File: config.mk
export PLATFORM = sky130hd
export DESIGN_NAME = duty_cycle_ctrl
export DESIGN_NICKNAME = d
export VERILOG_FILES = /design/src/rtl/duty_pkg.sv /design/src/rtl/duty_btn_repeat.sv /design/src/rtl/duty_cycle_ctrl.sv
export SDC_FILE = /design/constraint.sdc
export NUM_CORES = 1
export LEC_CHECK = 0
export ABC_AREA = 1
export CAP_MARGIN = 40
export CORE_MARGIN = 1
export CORE_UTILIZATION = 55
export CTS_CLUSTER_DIAMETER = 200
export DETAILED_ROUTE_END_ITERATION = 12
export PLACE_DENSITY = 0.81
export SYNTH_ARGS = -nofsm -noshare
export SYNTH_HDL_FRONTEND = slang
export SYNTH_SLANG_ARGS = --single-unit
File: constraint.sdc
create_clock -name clk -period 2.9 [get_ports clk]
set_clock_uncertainty 0.2 [all_clocks]
set_input_delay 0.725 -clock clk [delete_from_list [all_inputs] [get_ports clk]]
set_output_delay 0.725 -clock clk [all_outputs]
set_load 0.05 [all_outputs]
File: src/rtl/duty_pkg.sv
`default_nettype none
// ============================================================================
// Module   : duty_pkg
// Purpose  : Shared FSM state type, default parameter values and a counter
//            width helper for the duty-cycle controller.
// Revision : 1.0 - initial release
// ============================================================================
package duty_pkg;

  // Hold/auto-repeat FSM states
  typedef enum logic [1:0] {
    IDLE   = 2'd0,
    DELAY  = 2'd1,
    REPEAT = 2'd2
  } state_t;

  localparam int DEF_WIDTH        = 4;
  localparam int DEF_CHANNELS     = 2;
  localparam int DEF_RESET_DUTY   = 1;
  localparam int DEF_REPEAT_DELAY = 8;
  localparam int DEF_REPEAT_RATE  = 2;
  localparam int DEF_WRAP         = 0;

  // Bits needed to hold the larger of the two tick reload values
  function automatic int cnt_width(input int a, input int b);
    int m;
    m = (a > b) ? a : b;
    return (m <= 1) ? 1 : $clog2(m + 1);
  endfunction

endpackage
`default_nettype wire

File: src/rtl/duty_btn_repeat.sv
`default_nettype none
// ============================================================================
// Module   : duty_btn_repeat
// Purpose  : Button edge detection plus hold/auto-repeat FSM. Emits one-cycle
//            inc/dec requests that the parent applies at the next clock edge.
// Revision : 1.0 - initial release
// ============================================================================
module duty_btn_repeat
  import duty_pkg::*;
#(
  parameter int SEL_W        = 1,
  parameter int REPEAT_DELAY = DEF_REPEAT_DELAY,
  parameter int REPEAT_RATE  = DEF_REPEAT_RATE
) (
  input  logic             clk,
  input  logic             rst_n,
  input  logic             tick,
  input  logic             up,
  input  logic             dn,
  input  logic [SEL_W-1:0] sel,
  input  logic             sel_ok,
  output logic             inc,
  output logic             dec
);

  localparam int             CNT_W      = cnt_width(REPEAT_DELAY, REPEAT_RATE);
  localparam logic [CNT_W-1:0] DELAY_LOAD = CNT_W'(REPEAT_DELAY);
  localparam logic [CNT_W-1:0] RATE_LOAD  = CNT_W'(REPEAT_RATE);
  localparam logic [CNT_W-1:0] CNT_ONE    = CNT_W'(1);

  state_t           state;
  logic [CNT_W-1:0] cnt;
  logic             owner_up;
  logic             up_q;
  logic             dn_q;
  logic [SEL_W-1:0] sel_q;

  logic up_acc;
  logic dn_acc;
  logic owner_held;
  logic hold_ok;
  logic rpt_fire;

  // Accept presses only from IDLE; dn wins a tie and a held button blocks the other
  always_comb begin
    dn_acc     = (state == IDLE) && sel_ok && dn && !dn_q && !(up && up_q);
    up_acc     = (state == IDLE) && sel_ok && up && !up_q && !dn;
    owner_held = owner_up ? up : dn;
    hold_ok    = (state != IDLE) && owner_held && (sel == sel_q);
    rpt_fire   = hold_ok && tick && (cnt == CNT_ONE);
    inc        = up_acc || (rpt_fire && owner_up);
    dec        = dn_acc || (rpt_fire && !owner_up);
  end

  // FSM, tick counter and previous-input registers
  always_ff @(posedge clk) begin
    if (!rst_n) begin
      state    <= IDLE;
      cnt      <= '0;
      owner_up <= 1'b0;
      up_q     <= 1'b0;
      dn_q     <= 1'b0;
      sel_q    <= '0;
    end else begin
      up_q  <= up;
      dn_q  <= dn;
      sel_q <= sel;
      case (state)
        IDLE: begin
          if (dn_acc) begin
            state    <= DELAY;
            cnt      <= DELAY_LOAD;
            owner_up <= 1'b0;
          end else if (up_acc) begin
            state    <= DELAY;
            cnt      <= DELAY_LOAD;
            owner_up <= 1'b1;
          end
        end
        DELAY, REPEAT: begin
          if (!hold_ok) begin
            // release or channel change abandons the hold
            state <= IDLE;
            cnt   <= '0;
          end else if (tick) begin
            if (cnt == CNT_ONE) begin
              state <= REPEAT;
              cnt   <= RATE_LOAD;
            end else begin
              cnt <= cnt - CNT_ONE;
            end
          end
        end
        default: begin
          state <= IDLE;
          cnt   <= '0;
        end
      endcase
    end
  end

endmodule
`default_nettype wire

File: src/rtl/duty_cycle_ctrl.sv
`default_nettype none
// ============================================================================
// Module   : duty_cycle_ctrl
// Purpose  : Multi-channel duty register bank adjusted by up/dn buttons with
//            hold-to-repeat, saturating or wrapping arithmetic, step pulse.
// Revision : 1.0 - initial release
// ============================================================================
module duty_cycle_ctrl
  import duty_pkg::*;
#(
  parameter int WIDTH        = DEF_WIDTH,
  parameter int CHANNELS     = DEF_CHANNELS,
  parameter int RESET_DUTY   = DEF_RESET_DUTY,
  parameter int REPEAT_DELAY = DEF_REPEAT_DELAY,
  parameter int REPEAT_RATE  = DEF_REPEAT_RATE,
  parameter int WRAP         = DEF_WRAP,
  localparam int SEL_W       = (CHANNELS > 1) ? $clog2(CHANNELS) : 1
) (
  input  logic                      clk,
  input  logic                      rst_n,
  input  logic                      tick,
  input  logic                      up,
  input  logic                      dn,
  input  logic [SEL_W-1:0]          sel,
  output logic [CHANNELS*WIDTH-1:0] duty,
  output logic                      step
);

  localparam logic [WIDTH-1:0] RESET_VAL = WIDTH'(RESET_DUTY);
  localparam logic [WIDTH-1:0] ONE       = WIDTH'(1);
  localparam logic [SEL_W:0]   CH_LIM    = (SEL_W + 1)'(CHANNELS);

  logic             sel_ok;
  logic             inc;
  logic             dec;
  logic [WIDTH-1:0] chan [CHANNELS];

  // Next value for one step, holding at the rails unless wrapping is enabled
  function automatic logic [WIDTH-1:0] bump(input logic [WIDTH-1:0] v, input logic down);
    if (down) begin
      if ((v == '0) && (WRAP == 0)) return v;
      return v - ONE;
    end
    if ((v == '1) && (WRAP == 0)) return v;
    return v + ONE;
  endfunction

  // Out-of-range channel indices disable the buttons entirely
  assign sel_ok = ({1'b0, sel} < CH_LIM);

  duty_btn_repeat #(
    .SEL_W        (SEL_W),
    .REPEAT_DELAY (REPEAT_DELAY),
    .REPEAT_RATE  (REPEAT_RATE)
  ) u_btn (
    .clk    (clk),
    .rst_n  (rst_n),
    .tick   (tick),
    .up     (up),
    .dn     (dn),
    .sel    (sel),
    .sel_ok (sel_ok),
    .inc    (inc),
    .dec    (dec)
  );

  // Step pulse marks every attempted change, including saturated ones
  always_ff @(posedge clk) begin
    if (!rst_n) step <= 1'b0;
    else        step <= inc | dec;
  end

  for (genvar k = 0; k < CHANNELS; k++) begin : g_ch
    // Only the selected channel moves; the rest hold
    always_ff @(posedge clk) begin
      if (!rst_n) begin
        chan[k] <= RESET_VAL;
      end else if ((inc || dec) && (sel == SEL_W'(k))) begin
        chan[k] <= bump(chan[k], dec);
      end
    end
    assign duty[k*WIDTH +: WIDTH] = chan[k];
  end

endmodule
`default_nettype wire

# Word-level counts from Yosys, hierarchy flattened

Memories as Yosys holds them, arrays and structs flattened.
Cells that the tools add are included.

Register bits: 11
RAM bits: 8
Input port bits: 6
Output and inout port bits: 9
Word-level logic and storage cells: 119
Memories kept: 1

Add/sub/neg operators: 5
Equality and inequality tests: 9
Muxes and demuxes: 61
Bitwise logic cells: 4
Reduce and logical (&&, ||, !) cells: 32

Memory list:

| memory | depth | bits a word | read ports | clocked after memory_dff | wr ports | line                  | source |
|---|---|---|---|---|---|---|---|
| chan   | 2     | 4           | 2          | 0                        | 2        | duty_cycle_ctrl.sv:36 | `logic [WIDTH-1:0] chan [CHANNELS];` |

Operators by type and width:

| cell                                                   | number |
|---|---|
| 2-to-1 mux 4 bit                                       | 23 |
| 2-to-1 mux 1 bit                                       | 31 |
| logical AND 1 bit                                      | 15 |
| subtractor 4 x 1 -> 4 bit (second input constant)      | 3 |
| 2-to-1 mux 2 bit                                       | 5 |
| adder 4 x 1 -> 4 bit (second input constant)           | 2 |
| equality test 4 bit (second input constant)            | 2 |
| logical NOT 4 bit                                      | 2 |
| one-hot mux 4 bit (2 select lines)                     | 1 |
| inequality test 3 bit (second input constant)          | 2 |
| logical NOT 1 bit                                      | 5 |
| equality test 4 x 1 -> 1 bit (second input constant)   | 1 |
| one-hot mux 2 bit (2 select lines)                     | 1 |
| AND reduction 2 bit                                    | 2 |
| nonzero test 2 bit                                     | 2 |
| logical OR 1 bit                                       | 3 |
| inequality test 3 x 1 -> 1 bit (second input constant) | 1 |
| bitwise OR 1 bit                                       | 3 |
| AND reduction 3 bit                                    | 1 |
| equality test 2 x 1 -> 1 bit (second input constant)   | 1 |
| equality test 2 bit (second input constant)            | 1 |
| logical NOT 2 bit                                      | 1 |
| OR reduction 2 bit                                     | 1 |
| equality test 1 bit                                    | 1 |
| inverter 1 bit                                         | 1 |

# Logic depth before layout (Yosys ltp)

Gate-level depths: netlist of run 1.

Depth in word-level cells: 19
Mapped depth: 15
Gate-level depth less buffers: 15

# Modules after synthesis

A second synthesis of run 1 with hierarchy kept.

Cell total of the unflattened synthesis: 180
Area total of the unflattened synthesis: 1346.3 um2

By module, submodules not included:

| module          | times used | cells an instance | area each (um2) |
|---|---|---|---|
| duty_btn_repeat | 1          | 105               | 719.4 |
| duty_cycle_ctrl | 1          | 75                | 626.9 |

# Worst setup path before layout of run 1

OpenSTA, ideal clock, no wires.

Path kind: input -> register
Start point: input up
End point: memory chan[0][3] (netlist bit), data pin
Setup time: 254 ps
Data arrival time: 2121 ps
Required time: 2446 ps
Slack: 325 ps
Cell stages on the path: 13
Buffers on the path: 0
Cells stage by stage: inv_1 nand2_1 nand3_2 nor2_8 nand3_2 nand2_4 ha_1 a21oi_1 nand2_1 xor2_1 nand3_1 nand2_1 nor2_1

RTL lines:

| item            | line                  | source |
|---|---|---|
| start, declared | duty_cycle_ctrl.sv:22 | `input logic up,` |
| end, declared   | duty_cycle_ctrl.sv:36 |  |

==> results of run 1 <==
-- cells by family after synthesis --
kind of cell,after synthesis,synth area share [%]
AND/OR/NAND/NOR,97,36.5
buffers and inverters,33,9.35
flip-flops,19,34.4
AO/OA/AOI/OAI,14,5.70
adder cells (fa/ha/maj),11,11.4
XOR/XNOR,4,2.62
-- power groups by stage --
stage                     clock network (mW)  registers, mW  logic (mW)
final                                  0.137          0.349       0.458
after detailed placement                   0          0.353       0.446
after floorplan                            0          0.392       0.279
after global placement                     0          0.352       0.428
after global routing                   0.150          0.354       0.513
after CTS                              0.141          0.348       0.451
-- worst max-delay path, cell delays in order --
cell and delay [ps]:
clkdlybuf4s50_1 470, inv_1 40, nand2_1 60, nand3_2 120, nor2_8 110, nand3_2 100, nand2_4 130, ha_1 270
a21oi_1 150, nand2_1 70, xor2_1 170, nand3_1 90, nand2_1 80, nor2_1 50
-- state kept, by name (all words and copies together), names as in the netlist --
name / cells
chan: 8
step: 1
u_btn.cnt: 4
u_btn.dn_q: 1
u_btn.owner_up: 1
u_btn.sel_q: 1
u_btn.state: 2
u_btn.up_q: 1
-- worst min path at each step --
| stage | slack (ps) | start | endpoint |
|---|---|---|---|
| floorplan | 260 | u_btn.cnt[3]$_SDFFE_PN0P_ | u_btn.cnt[3]$_SDFFE_PN0P_ |
| global placement | 270 | u_btn.cnt[3]$_SDFFE_PN0P_ | u_btn.cnt[3]$_SDFFE_PN0P_ |
| detailed placement | 290 | u_btn.cnt[3]$_SDFFE_PN0P_ | u_btn.cnt[3]$_SDFFE_PN0P_ |
| CTS | 310 | u_btn.cnt[3]$_SDFFE_PN0P_ | u_btn.cnt[3]$_SDFFE_PN0P_ |
| global route | 350 | u_btn.state[1]$_SDFFE_PN0P_ | u_btn.state[1]$_SDFFE_PN0P_ |
| finish | 310 | u_btn.state[1]$_SDFFE_PN0P_ | u_btn.state[1]$_SDFFE_PN0P_ |
-- routing by layer --
| metal | global-route usage, % | vias to the layer above | share of wire (%) |
|---|---|---|---|
| met2 | 46.1 | 42 | 52 |
| met5 | 0 | - | 0 |
| met3 | 3.87 | 8 | 5.0 |
| met1 | 29.1 | 551 | 42 |
| met4 | 6.31 | 0 | 1.4 |
| li1 | - | 626 | - |
-- cell usage after synthesis (2+ instances only) --
cell type / instances / area share, %
o21ai_0: 3 / 1.1
dfxtp_1: 11 / 16
edfxtp_1: 8 / 18
nor2_1: 17 / 4.8
nor2_2: 4 / 1.9
nand3_2: 3 / 2.2
nor4_1: 2 / 0.93
a21oi_1: 8 / 3.0
nand3_1: 20 / 7.5
inv_1: 29 / 8.1
nand2_4: 5 / 4.2
ha_1: 9 / 8.4
inv_2: 3 / 0.84
xnor2_1: 2 / 1.3
nand2_1: 42 / 12
fa_1: 2 / 3.0
xor2_1: 2 / 1.3
-- layout make-up --
type / instances / share of cell area (%)
clock buffers: 4 / 1.58
inverters: 32 / 7.22
multi-input cells: 126 / 46.7
flip-flops and latches: 19 / 27.7
well taps: 28 / 2.11
repair buffers: 28 / 14.7
-- per-stage QoR --
stage          instances  instance area, um2  hold slack (ps)  power [mW]  utilization (%)
6_report             237                1660              309       0.944             73.8
5_1_grt              237                1660              348        1.02             73.8
4_1_cts              237                1650              310       0.940             73.0
3_5_place_dp         233                1610              291       0.799             71.6
3_3_place_gp         233                1610              273       0.781             71.6
2_1_floorplan        178                1340              257       0.671                -
==> results.rst, run 1 <==
.. list-table::
   :header-rows: 1

   * - Metric
     - Value
   * - Result of the run
     - complete, no violations
   * - Setup-violating endpoint count in the final report
     - 0
   * - Count of antenna-violating nets left after detailed routing
     - 0
   * - Part of the power in registers
     - between 30% and 40%
   * - Top-level I/O count
     - 15
   * - Hold WC Path Type
     - reg2reg
   * - Highest fanout seen on the critical path
     - 8
   * - Reg-to-Reg Start
     - u_btn.state[0]$_SDFFE_PN0P_
   * - Switching share of power
     - 41.6%
   * - Drt drc
     - 0
   * - RSZ-0062 raised after global routing
     - no
   * - Class of the most critical setup path
     - in2reg
   * - Global route total overflow
     - 0
   * - Global router's overall resource usage
     - 24.7%
   * - Summed negative setup slack over all endpoints
     - 0 ps
   * - Post-synth cell types
     - 25
   * - Pin count of the biggest net entering global routing
     - 11
   * - Routed length per placed instance
     - about 12 um
   * - Number of antenna violations at the first check in global routing
     - 0
   * - Total number of vias
     - 1227
   * - Clock slew at reported path FFs
     - 100 ps
   * - Share of final-layout standard cells stronger than drive strength 1
     - 18.7%
   * - Depth of the worst register-to-register path
     - 14
   * - Nets in the synthesized netlist
     - 195
   * - Hold Violations, Final
     - 0
   * - Area used by sequential logic in the layout
     - ~460 um2
   * - Number of fill cells
     - 172
   * - Skew-Pair Late Insertion Delay
     - 300 ps
   * - Cell-internal power
     - roughly 0.55 mW
   * - Net switching power
     - 0.393 mW
   * - CP Capture Point
     - chan[1][3]$_SDFFCE_PN0P_
   * - Relative contribution of the clock network to total power
     - 14.5%
   * - Row Count
     - 17
   * - Commonest register cell after synthesis
     - dfxtp_1
   * - Worst Path Arrival
     - 2630 ps
   * - Number of max-cap violations
     - 0
   * - Peak supply drop
     - a little under 0.4 mV
   * - Power per Cell Area
     - between 500 and 600 mW/mm2
   * - Endpoint type of the worst setup path
     - flop
   * - Routability congestion estimate from global placement
     - around 0.92
   * - Clock root buffer master
     - clkbuf_4
   * - Number of H-tree branching levels
     - 1
   * - Slew margin rel.
     - 65.7%
   * - Most common cell after layout, fill and taps aside
     - nand2_1
   * - Number of nets in the layout
     - 227
   * - Horiz. Die Dim
     - about 51 um
   * - Vert. Die Dim
     - 51.3 um
   * - Buffers from clock root to sink, at most
     - 2
   * - First-pass GRT wire length
     - 4900 um
   * - Port buffer count
     - 14
   * - Synthesized area divided by synthesized cell count
     - 7.52 um2
   * - Initial standard-cell utilization of the core
     - 59.4%
   * - Setup slack at placement
     - -342 ps
   * - Yosys synthesis warning count
     - 0
   * - Highest achievable clock rate
     - approximately 0.36 GHz
   * - Leading cell types in the layout, fill and taps excluded
     - nand2_1, inv_1, nand3_1
   * - Area added between synthesis and finish
     - 24.2%
   * - Worst R2R Setup Slack
     - 270 ps
   * - Cells resized by post-CTS repair
     - 2
   * - Antenna Cells
     - 0
   * - Final min period
     - 2770 ps
   * - Number of flip-flops and latches in the synthesized netlist
     - 19
   * - Number of iterations in the first detailed-routing pass
     - 4
   * - Total area of multi-input combinational cells
     - 777 um2
   * - Gate count after technology mapping
     - between 150 and 200
   * - Fin crit share
     - ~96%
   * - Detailed Route Iter0 Violations
     - 46
   * - Post-detail-place hpwl
     - 2290 um
   * - Number of enable-type register cells in the synthesized netlist
     - 8
   * - Endpoint required time on the critical path
     - 2760 ps
   * - Hold-fix buffers, CTS
     - 0
   * - Vias in the first global route
     - 1180
   * - Final WS setup
     - 125 ps
   * - Total Wirelength
     - 2860 um
   * - Floorplan Core Area
     - 0.00225 mm2
   * - Post-CTS repair timing setup buffer count
     - 0
   * - Clock sink total
     - 19
   * - Cell area after technology mapping
     - 0.00134 mm2
   * - Category of the worst setup path launch point
     - primary input
   * - Worst reg2reg path endpoint
     - chan[1][3]$_SDFFCE_PN0P_
   * - CTS tree
     - built
   * - TritonCTS buffer count
     - 3
   * - Launching instance or port of the critical path
     - up
   * - Transition at the pin with the smallest max-transition slack
     - 512 ps
   * - Die area
     - 0.00264 mm2
   * - Asr flop ratio synth
     - 0%
   * - Final slew viol count
     - 0
   * - LEAKAGE
     - 0.820 nW
   * - Combinational cell fraction of total power
     - ~49%
   * - Number of instances on the worst hold path
     - 2
   * - Post-DR vias/cell
     - ~5.2
   * - Fraction of the yosys area taken by sequential cells
     - 34.4%
Note: power is estimated with default switching activity, not from simulation.
==> inputs of run 2 (changes only) <==
--- a/config.mk
+++ b/config.mk
@@ -7,7 +7,7 @@
 export LEC_CHECK = 0
 export ABC_AREA = 1
 export CAP_MARGIN = 40
-export CORE_MARGIN = 1
+export CORE_MARGIN = 3
 export CORE_UTILIZATION = 55
 export CTS_CLUSTER_DIAMETER = 200
 export DETAILED_ROUTE_END_ITERATION = 12
==> run 2 against run 1 <==
  * First-iteration DRC count down 30%
  * Cell count up 0.84%
  * Worst hold slack worse by 11 ps
  * Count of clock-buffer cells in the layout unchanged
  * Clock power about the same
  * Critical path depth unchanged
  * Highest routed layer unchanged
  * Fmax up 0.15%
  * Register-to-register slack better by 30 ps
  * Sequential power about the same
  * Core utilization up 0.44 points
==> results.rst, run 2 (same netlist as run 1, synthesis figures left out) <==
.. list-table::
   :header-rows: 1

   * - Metric
     - Value
   * - Result of the run
     - complete, no violations
   * - Top-level I/O count
     - 15 (unchanged)
   * - Number of nets in the layout
     - 229 (+0.88%)
   * - Power consumption
     - 0.941 mW (-0.31%)
   * - RSZ-0062 raised after global routing
     - yes
   * - Clock slew at reported path FFs
     - 100 ps (about the same)
   * - Slew margin rel.
     - 66.8% (+1.1 points)
   * - Initial standard-cell utilization of the core
     - 59.4% (unchanged)
   * - Final min period
     - 2770 ps (-4.09 ps)
   * - First-pass GRT wire length
     - 4870 um (-0.57%)
   * - Vert. Die Dim
     - 55.3 um (+7.8%)
   * - Post-DR vias/cell
     - 5.10 (-1.5%)
   * - Hold WC Path Type
     - reg2reg
   * - Buffers from clock root to sink, at most
     - 2 (unchanged)
   * - Global router's overall resource usage
     - 19.9% (-4.8 points)
   * - Clock sink total
     - 19 (unchanged)
   * - Number of flip-flops in the largest register
     - 8 (unchanged)
   * - Drt drc
     - 0 (unchanged)
   * - CTS tree
     - built
   * - Pin count of the biggest net entering global routing
     - 11 (unchanged)
   * - Peak supply drop
     - 0.494 mV (+29%)
   * - Vias in the first global route
     - 1138 (-3.6%)
   * - Final non-filler cell area
     - 0.00167 mm2 (+0.60%)
   * - Routed length per placed instance
     - 11.8 um (-2.5%)
   * - Area added between synthesis and finish
     - 25.0%
   * - LEAKAGE
     - 0.841 nW (+2.5%)
   * - Skew-Pair Late Insertion Delay
     - 300 ps (about the same)
   * - Die area
     - 0.00306 mm2 (+16%)
   * - Hold-fix buffers, CTS
     - 0 (unchanged)
   * - Detailed Route Iter0 Violations
     - 32 (-30%)
   * - Most common cell after layout, fill and taps aside
     - nand2_1
   * - Final slew viol count
     - 0 (unchanged)
   * - Port buffer count
     - 14 (unchanged)
   * - Endpoint required time on the critical path
     - 2770 ps (about the same)
   * - Number of antenna violations at the first check in global routing
     - 0 (unchanged)
   * - Count of antenna-violating nets left after detailed routing
     - 0 (unchanged)
   * - Class of the most critical setup path
     - in2reg
   * - Routability congestion estimate from global placement
     - 0.853 (-7.1%)
   * - Total number of vias
     - 1219 (-0.65%)
   * - Fin crit share
     - 95.5% (-0.14 points)
   * - Post-detail-place hpwl
     - 2290 um (-0.19%)
   * - Antenna Cells
     - 0 (unchanged)
   * - Row Count
     - 17 (unchanged)
   * - Number of fill cells
     - 188 (+9.3%)
   * - Floorplan Core Area
     - 0.00225 mm2 (unchanged)
   * - Register with the most flip-flops
     - chan
   * - Power per Cell Area
     - 563 mW/mm2 (-0.91%)
   * - Transition at the pin with the smallest max-transition slack
     - 496 ps (-16.2 ps)
   * - Top Registers
     - chan (8), u_btn.cnt (4), u_btn.state (2)
   * - Total Wirelength
     - 2810 um (-1.7%)
   * - Number of H-tree branching levels
     - 1 (unchanged)
   * - Highest achievable clock rate
     - 0.361 GHz (+0.15%)
   * - Horiz. Die Dim
     - 55.3 um (+7.8%)
   * - Share of final-layout standard cells stronger than drive strength 1
     - 19.4% (+0.77 points)
   * - Placed Area
     - 0.00162 mm2 (+0.47%)
   * - Hold Violations, Final
     - 0 (unchanged)
   * - Global route total overflow
     - 0 (unchanged)
   * - Worst Path Arrival
     - 2640 ps (about the same)
   * - TritonCTS buffer count
     - 3 (unchanged)
   * - Category of the worst setup path launch point
     - primary input
   * - Setup-violating endpoint count in the final report
     - 0 (unchanged)
   * - Clock root buffer master
     - clkbuf_4
   * - Highest fanout seen on the critical path
     - 7 (-1)
   * - Number of max-cap violations
     - 0 (unchanged)
   * - Endpoint type of the worst setup path
     - flop
   * - Number of iterations in the first detailed-routing pass
     - 4 (unchanged)
   * - Leading cell types in the layout, fill and taps excluded
     - nand2_1, inv_1, nand3_1
[run 2: cell types whose count changed in the layout (fill, tap and decap cells not counted)]
| cell | before | now |
|---|---|---|
| dlymetal6s2s_1 | 0 | 1 |
| buf_4 | 14 | 16 |
| ha_4 | 1 | 0 |
| ha_1 | 8 | 9 |
| dlygate4sd2_1 | 1 | 0 |
| a21oi_1 | 7 | 6 |
| a21oi_2 | 2 | 3 |
[run 2: area by class of cell]
cell class,count,area [um2],share of cell area [%]
Timing Repair Buffer,30,263,15.7
Multi-Input combinational cell,126,768,45.9
Clock buffer,4,26.3,1.57
Inverter,32,120,7.18
Tap cell,28,35.0,2.09
Sequential cell,19,460,27.5
[run 2: worst paths after layout]
path                                    start                   endpoint  slack, ps  cells after the start
setup / recovery                           up   chan[1][3]$_SDFFCE_PN0P_        130                     14
hold / removal      u_btn.cnt[3]$_SDFFE_PN0P_  u_btn.cnt[3]$_SDFFE_PN0P_        300                      2
setup reg to reg  u_btn.state[0]$_SDFFE_PN0P_   chan[1][3]$_SDFFCE_PN0P_        300                     14
hold reg to reg     u_btn.cnt[3]$_SDFFE_PN0P_  u_btn.cnt[3]$_SDFFE_PN0P_        300                      2
[run 2: report_power, final]
part           total (mW)  leakage, nW  switching, mW  internal (mW)
registers           0.349        0.170         0.0316          0.317
logic               0.457        0.657          0.277          0.180
clock network       0.135       0.0150         0.0811         0.0537
[run 2: metal layers]
layer | wire length (um) | global-route usage, % | part of all wire [%] | up-vias
li1 | - | - | - | 634
met3 | 106 | 3.04 | 3.8 | 6
met4 | 65 | 9.38 | 2.3 | 0
met5 | 0 | 0 | 0 | -
met2 | 1430 | 34.5 | 51 | 27
met1 | 1220 | 23.8 | 43 | 552
[run 2: per-stage QoR]
step / setup WS, ps / util, % / std cells / hold slack, ps / setup TNS (ps)
finish: 129 / 74.2 / 239 / 298 / 0
global route: -61.7 / 74.2 / 239 / 317 / -73.5
CTS: 68.7 / 73.1 / 238 / 298 / 0
detailed placement: -248 / 71.9 / 234 / 282 / -485
global placement: -167 / 71.9 / 234 / 272 / -307
floorplan: 325 / - / 178 / 257 / 0
[run 2: repair_timing]
action                                  in CTS  in global routing
gates resized for setup                      0                  4
buffers inserted                             0                  1
endpoints found under the setup margin       0                  2
[run 2: worst max-delay path, cell delays in order]
cell and delay, ps:
clkdlybuf4s50_1 480, inv_1 50, nand2_1 60, nand3_2 120
nor2_8 110, nand3_2 100, nand2_4 120, ha_1 280
a21oi_2 140, nand2_1 60, xor2_1 180, nand3_1 90
nand2_1 70, nor2_1 40
